## config.mk

```make
export PLATFORM = sky130hd
export DESIGN_NAME = bus_copy_master
export DESIGN_NICKNAME = d
export VERILOG_FILES = /design/src/rtl/bus_copy_master.sv
export SDC_FILE = /design/constraint.sdc
export NUM_CORES = 1
export LEC_CHECK = 0
export CAP_MARGIN = 20
export CORE_MARGIN = 4
export CORE_UTILIZATION = 43
export DETAILED_ROUTE_END_ITERATION = 10
export PLACE_DENSITY = 0.71
export SKIP_CTS_REPAIR_TIMING = 1
export SYNTH_ARGS = -nofsm -noshare
export SYNTH_HDL_FRONTEND = slang
export SYNTH_SLANG_ARGS = --single-unit
```

## constraint.sdc

```tcl
create_clock -name clk -period 4.9 [get_ports clk]
set_clock_uncertainty 0.05 [all_clocks]
set_input_delay 0.98 -clock clk [delete_from_list [all_inputs] [get_ports clk]]
set_output_delay 0.98 -clock clk [all_outputs]
set_load 0.02 [all_outputs]
```

## src/rtl/bus_copy_master.sv

```systemverilog
// ---------------------------------------------------------------------------
// bus_copy_master
//   Byte-wise block copy initiator for a 6502-style memory bus (RW=1 read,
//   RW=0 write). Copies len bytes from src to dst in ascending address order,
//   one byte per READ/LATCH/WRITE sequence, against a synchronous RAM that
//   returns read data one clock after it samples the read address.
//
// Ports
//   clk        in   system clock, rising edge
//   reset      in   asynchronous, active-high
//   start      in   launch a copy (IDLE only), captures src/dst/len
//   src        in   first source address
//   dst        in   first destination address
//   len        in   byte count, 0 = no bus cycles
//   abort      in   cancel a copy in progress, no done pulse
//   bus_grant  in   arbiter grant, low stalls the sequence
//   busy       out  copy in progress
//   done       out  one-cycle pulse on normal completion
//   RW         out  1 = read, 0 = write
//   AD         out  bus address
//   D_out      out  write data
//   D_in       in   read data, valid the cycle after the read is sampled
//
// States
//   state  | meaning
//   IDLE   | waiting for start, bus parked at read of address 0
//   READ   | presenting source address to the RAM
//   LATCH  | same address held, RAM data valid, captured on grant
//   WRITE  | presenting destination address and data, write on grant
//   FIN    | done pulse, back to IDLE
// ---------------------------------------------------------------------------
module bus_copy_master #(
    parameter int ADDR_W = 16,
    parameter int LEN_W  = 16
) (
    input  logic              clk,
    input  logic              reset,
    input  logic              start,
    input  logic [ADDR_W-1:0] src,
    input  logic [ADDR_W-1:0] dst,
    input  logic [LEN_W-1:0]  len,
    input  logic              abort,
    input  logic              bus_grant,
    output logic              busy,
    output logic              done,
    output logic              RW,
    output logic [ADDR_W-1:0] AD,
    output logic [7:0]        D_out,
    input  logic [7:0]        D_in
);

    typedef enum logic [2:0] {
        S_IDLE,
        S_READ,
        S_LATCH,
        S_WRITE,
        S_FIN
    } state_t;

    state_t            state_q, state_d;
    logic [ADDR_W-1:0] src_q, src_d;
    logic [ADDR_W-1:0] dst_q, dst_d;
    logic [LEN_W-1:0]  len_q, len_d;
    logic [LEN_W-1:0]  idx_q, idx_d;
    logic [7:0]        data_q, data_d;

    logic [LEN_W-1:0]  idx_inc;
    logic [ADDR_W-1:0] rd_addr;
    logic [ADDR_W-1:0] wr_addr;

    // Address sums truncate to ADDR_W, so a copy running past the top of
    // memory wraps to address 0.
    assign idx_inc = idx_q + LEN_W'(1);
    assign rd_addr = src_q + ADDR_W'(idx_q);
    assign wr_addr = dst_q + ADDR_W'(idx_q);

    always_ff @(posedge clk or posedge reset) begin
        if (reset) begin
            state_q <= S_IDLE;
            src_q   <= '0;
            dst_q   <= '0;
            len_q   <= '0;
            idx_q   <= '0;
            data_q  <= '0;
        end else begin
            state_q <= state_d;
            src_q   <= src_d;
            dst_q   <= dst_d;
            len_q   <= len_d;
            idx_q   <= idx_d;
            data_q  <= data_d;
        end
    end

    always_comb begin
        state_d = state_q;
        src_d   = src_q;
        dst_d   = dst_q;
        len_d   = len_q;
        idx_d   = idx_q;
        data_d  = data_q;

        case (state_q)
            S_IDLE: begin
                // start has priority over abort here; abort means nothing in IDLE
                if (start) begin
                    src_d   = src;
                    dst_d   = dst;
                    len_d   = len;
                    idx_d   = '0;
                    state_d = (len == '0) ? S_FIN : S_READ;
                end
            end
            S_READ: begin
                if (abort) begin
                    state_d = S_IDLE;
                end else if (bus_grant) begin
                    state_d = S_LATCH;
                end
            end
            S_LATCH: begin
                if (abort) begin
                    state_d = S_IDLE;
                end else if (bus_grant) begin
                    data_d  = D_in;
                    state_d = S_WRITE;
                end
            end
            S_WRITE: begin
                // A granted write is already on the bus this cycle, so it
                // completes even when abort arrives with it.
                if (bus_grant) begin
                    idx_d = idx_inc;
                    if (abort) begin
                        state_d = S_IDLE;
                    end else if (idx_inc == len_q) begin
                        state_d = S_FIN;
                    end else begin
                        state_d = S_READ;
                    end
                end else if (abort) begin
                    state_d = S_IDLE;
                end
            end
            S_FIN: begin
                state_d = S_IDLE;
            end
            default: begin
                state_d = S_IDLE;
            end
        endcase
    end

    // Bus outputs decode from registered state; RW in WRITE follows grant
    // directly so no write is ever presented without the bus.
    always_comb begin
        busy = 1'b0;
        done = 1'b0;
        RW   = 1'b1;
        AD   = '0;
        case (state_q)
            S_READ, S_LATCH: begin
                busy = 1'b1;
                AD   = rd_addr;
            end
            S_WRITE: begin
                busy = 1'b1;
                AD   = wr_addr;
                RW   = ~bus_grant;
            end
            S_FIN: begin
                done = 1'b1;
            end
            default: begin
                busy = 1'b0;
            end
        endcase
    end

    assign D_out = data_q;

endmodule

```

After elaboration in Yosys (flattened, before gate mapping)
Cells that the tools add are included.
{"block": "classes", "reduce_logical": 9, "n_addsub": 3, "mux": 18, "n_eq_ne": 10, "bitwise_logic": 2}
{"op": "one-hot mux 16 bit (2 select lines)", "n": 2}
{"op": "adder 16 bit", "n": 2}
{"op": "2-to-1 mux 16 bit", "n": 2}
{"op": "2-to-1 mux 3 bit", "n": 10}
{"op": "adder 16 x 1 -> 16 bit, second input constant", "n": 1}
{"op": "equality test 16 bit", "n": 1}
{"op": "zero test 16 bit", "n": 1}
{"op": "one-hot mux 3 bit (4 select lines)", "n": 1}
{"op": "!= test 3 bit, second input constant", "n": 3}
{"op": "equality test 3 x 2 -> 1 bit, second input constant", "n": 2}
{"op": "AND reduction 3 bit", "n": 2}
{"op": "!= test 2 bit, second input constant", "n": 2}
{"op": "AND reduction 4 bit", "n": 1}
{"op": "equality test 3 x 1 -> 1 bit, second input constant", "n": 1}
{"op": "equality test 3 bit, second input constant", "n": 1}
{"op": "zero test 3 bit", "n": 1}
{"op": "2-to-1 mux 1 bit", "n": 3}
{"op": "OR reduction 3 bit", "n": 1}
{"op": "inverter 1 bit", "n": 2}
{"op": "AND reduction 2 bit", "n": 1}
{"op": "nonzero test 2 bit", "n": 1}
{"op": "OR reduction 2 bit", "n": 1}
{"block": "totals", "wordCells": 48, "input_bits": 61, "regBits": 75}

Logic depth before layout (Yosys ltp)
{"block": "logic_depth", "word_depth": 6, "ltp_mapped": 17}

Worst setup path before layout
No wires, ideal clock.
{"block": "synth_path", "kind": "reg2out", "from": "register state_q[2]", "to": "output AD[14]", "slack_ps": 453, "path_buffers": 3, "required_ps": 3870, "t_arrival_ps": 3417, "stages_incl_launch_ff": 18, "cell_sequence": "dfrtp_1 -> clkbuf_1 -> nand3b_1 -> inv_1 -> clkbuf_1 -> clkbuf_1 -> nand2_1 -> nand2_1 -> ha_1 -> inv_1 -> fa_1 -> nor2b_1 -> o2111ai_1 -> a21boi_0 -> a22oi_1 -> a31oi_1 -> xnor2_1 -> nor2_1"}
{"block": "synth_between", "elab_chain_cells": 3, "elab_cells_between_ends": 5, "classes_between": "3 x eq/ne; 1 x mux; 1 x reduce/logical"}
{"element": "start: declaration", "line_no": "60", "source": "state_t state_q, state_d;"}
{"element": "start signal: assignment", "line_no": "86", "source": "state_q <= state_d;"}
{"element": "equality test 3 x 2 -> 1 bit or equality test 3 x 1 -> 1 bit (tied branches)", "line_no": "161", "source": "case (state_q)"}
{"element": "OR reduction 2 bit"}
{"element": "one-hot mux 16 bit (2 select lines) (*)", "line_no": "161"}
{"element": "end: declaration", "line_no": "47", "source": "output logic [ADDR_W-1:0] AD,"}
Every way passes the cells marked *; elsewhere a longest branch is shown, timed or not.

Final worst setup path
{"block": "layout_path", "from": "register state_q[0]", "to": "output AD[8]"}
The elaborated chain is that of the path after synthesis.

==> flow_summary.yaml <==
floorplanning:
  die_area_um2: 12150
  die_height_um: 110.2
  io_pins: 88
  initial_utilization_pct: 43.93
  die_w_um: 110.2
  core_area_um2: 10230
  std_cell_rows: 37
grt:
  grt_pass1_wl_um: 18900
  first_global_vias: 3998
  largest_net_degree_at_the_start_of_global_routing: 54
  globalRouteOverflowTotal: 0
  antenna_violations_before_repair: 0
  grt_use_total_pct: 20.17
logic_synthesis:
  synth.yosys.warnings: 0
  postSynthAreaPerCell_um2: 8.054
  async_flop_share_pct: 100.0
  synth.yosys.seq_area_share_pct: 41.76
  synth.top_cell.area_share_pct: 41.76
  postSynth.topFlopCell: "dfrtp_1"
  main_combinational_cell_family_by_area_after_synthesis: "simple AND/OR/NAND/NOR gates"
  synth_top_area_cell: "dfrtp_1"
  mappedNetlistArea_um2: 4494
  syn_nets: 636
  synth_compound_gate_area_share_pct: 12.67
  post_synth_xor_area_fraction_pct: 5.457
  synth_commonest_cells: "nand2_1, dfrtp_1, o21ai_0"
  postSynthRegisterBits: 75
  synth_most_common_cell: "nand2_1"
  yosys-top-cells-area: "dfrtp_1, nand2_1, ha_1, o21ai_0, xnor2_1"
  synth_edf_count: 0
  post_synth_and_or_nand_nor_area_fraction_pct: 29.04
  synth.area.mux_share_pct: 2.895
  syn-instance-count: 558
  synth.lib_cells_used.distinct: 54
  arithmetic_cell_share_of_the_synthesized_area_counting_full_adders_half_adders_and_majority_gates_pct: 4.900
timing:
  final.setup.tns_ps: 0
  hold_viol: 0
  worst_slew_margin_rel_pct: 46.37
  worst_hold_slack_ps: 433.4
  report.final.setup_viol: 0
  period_share_pct: 94.97
  rsz0062_at_grt: "no"
  peak_clock_frequency_supported_by_timing_mhz: 214.9
  finalMaxSlewViolations: 0
  finalCriticalPeriod_ps: 4653
  worst_pin_slew_ps: 802.0
clocking:
  clk_transition_reported_paths_ps: 90
  numClockSinks: 75
  cts_max_level: 3
  tritoncts.num_buffers: 9
  clock_path_buffers: 2
  clk_root_buffer_cell: "clkbuf_8"
  tritoncts: "done"
  worstSkewPairLatency_ps: 370
finish:
  num_antenna_cells: 0
  nets: 716
  fillers: 926
  finish.cell_count_without_fillers: 779
  sequential_cell_area_um2: 1878
  design_area_um2: 5776
  flow.area_growth_from_synthesis_pct: 28.51
  final_util_pct: 56.45
  share_of_post_route_cells_with_drive_strength_above_1_pct: 7.154
  multiInputGateArea_um2: 2490
power:
  power_per_cell_area_nw_per_um2: 449.5
  ir_drop_worst_case_vdd_v: 0.0002434
  leakage_power_nw: 2.834
setup_path:
  crit-reg2reg-capture: "state_q[0]"
  setup.worst_path.end_class: "output pin"
  crit_arrival_ps: 3620
  r2r_setup_slack_ps: 1780
  cp.required_ps: 3870
  cp_max_fo: 16
  critical_path.reg2reg.startpoint: "idx_q[0]"
  worstSetupStartpointType: "register"
  r2r_cells: 8
  worst-setup-path-type: "register to output pin"
routing:
  remaining_drc_errors: 0
  aggregate_routed_wire_length_um: 11730
  drt_pass_1_iters: 5
  vias: 4193
  final_antenna_net_count: 0
  dr.first_iter.drc_count: 216
  detail_route.vias_per_cell: 5.383
  detail_route.wl_per_cell_um: 15.06
worst_hold_path:
  timing.hold.worst.class: "register to register"
  holdPathEnd: "src_q[10]"
  hold_depth: 2
  min_delay_src: "src_q[10]"
flow_run:
  cap_viol_max_count: 0
outcome:
  status: "complete, no violations"
place:
  io_buffers: 87
  placement.cell_area_um2: 5499
  routabilityCongestion: 0.9378
  post-dp-hpwl_um: 8707
  placed_cells_incl_taps: 763
## layer usage
metal	global-route usage, %	part of all wire, %
met5	0	0
met4	8.795	2.1
met1	25.40	43
met3	4.310	5.4
met2	33.45	50
## how the worst max path moves through the flow
stage | start | end | slack (ps) | cells past startpoint
floorplan | state_q[2] | AD[14] | 450 | 17
global placement | state_q[2] | AD[14] | 420 | 15
detailed placement | state_q[2] | AD[14] | 300 | 15
CTS | state_q[2] | AD[14] | -130 | 15
global route | state_q[0] | AD[8] | 70 | 15
finish | state_q[0] | AD[8] | 250 | 15
## worst max-delay path: stages, from the launching register on
cell	delay, ps
dfrtp_1	470
nand3b_1	150
buf_4	230
nand2_1	70
nand2_1	60
ha_1	160
inv_1	60
fa_1	380
nor2b_1	210
o2111ai_1	170
a21boi_2	260
o21ai_0	110
nand2b_1	100
xnor2_1	70
nor2_1	120
clkdlybuf4s50_1	620
## kinds of logic (layout without fill, tap and decap cells)
group / count (synthesis) / after routing
flops: 75 / 75
compound gates: 89 / 89
fa+ha+maj: 17 / 17
mux: 12 / 12
simple gates: 299 / 299
buf+inv: 38 / 123
xor+xnor: 28 / 28
## stage by stage
stage | worst slack (ps) | power (mW)
4_1_cts | -125.4 | 2.612
5_1_grt | 66.74 | 2.777
3_5_place_dp | 303.1 | 2.004
2_1_floorplan | 453.3 | 1.607
6_report | 246.6 | 2.596
3_3_place_gp | 418.6 | 1.977
## area by class of cell
cell class	instances	area share (%)
multi-input combinational	445	43.11
clock inverter	6	1.928
tap	136	2.946
inverter	12	0.7799
timing repair buffer	95	16.33
clock buffer	10	2.383
sequential	75	32.52
## layout by cell type, fill, tap and decap left out, types with 4 or more instances in the layout
cell / netlist / final
a21o_1: 10 / 10
o31ai_1: 8 / 8
nor2b_1: 5 / 5
inv_1: 12 / 11
and2_1: 6 / 6
nand3_1: 6 / 6
clkbuf_8: 0 / 10
o21ai_0: 34 / 33
dlymetal6s2s_1: 0 / 5
nor2_1: 30 / 30
mux2_2: 8 / 8
xnor2_1: 17 / 17
and3_1: 8 / 8
buf_4: 1 / 8
mux2i_1: 4 / 4
dfrtp_1: 75 / 74
clkdlybuf4s50_1: 0 / 82
nand2_1: 201 / 201
nor4_1: 9 / 9
nand4_1: 6 / 6
nor3_1: 7 / 7
ha_1: 16 / 16
xor2_1: 11 / 11
a21oi_1: 14 / 13
## report_power, final
part	total (mW)	switching [mW]	internal (mW)
logic	1.02	0.562	0.461
registers	0.967	0.148	0.819
clock network	0.607	0.254	0.353
## sequential cells by signal, summed over array words and instances, names as in the netlist
| register | cells |
|---|---|
| src_q | 16 |
| D_out | 8 |
| state_q | 3 |
| idx_q | 16 |
| len_q | 16 |
| dst_q | 16 |
(Power assumes the default switching activity.)
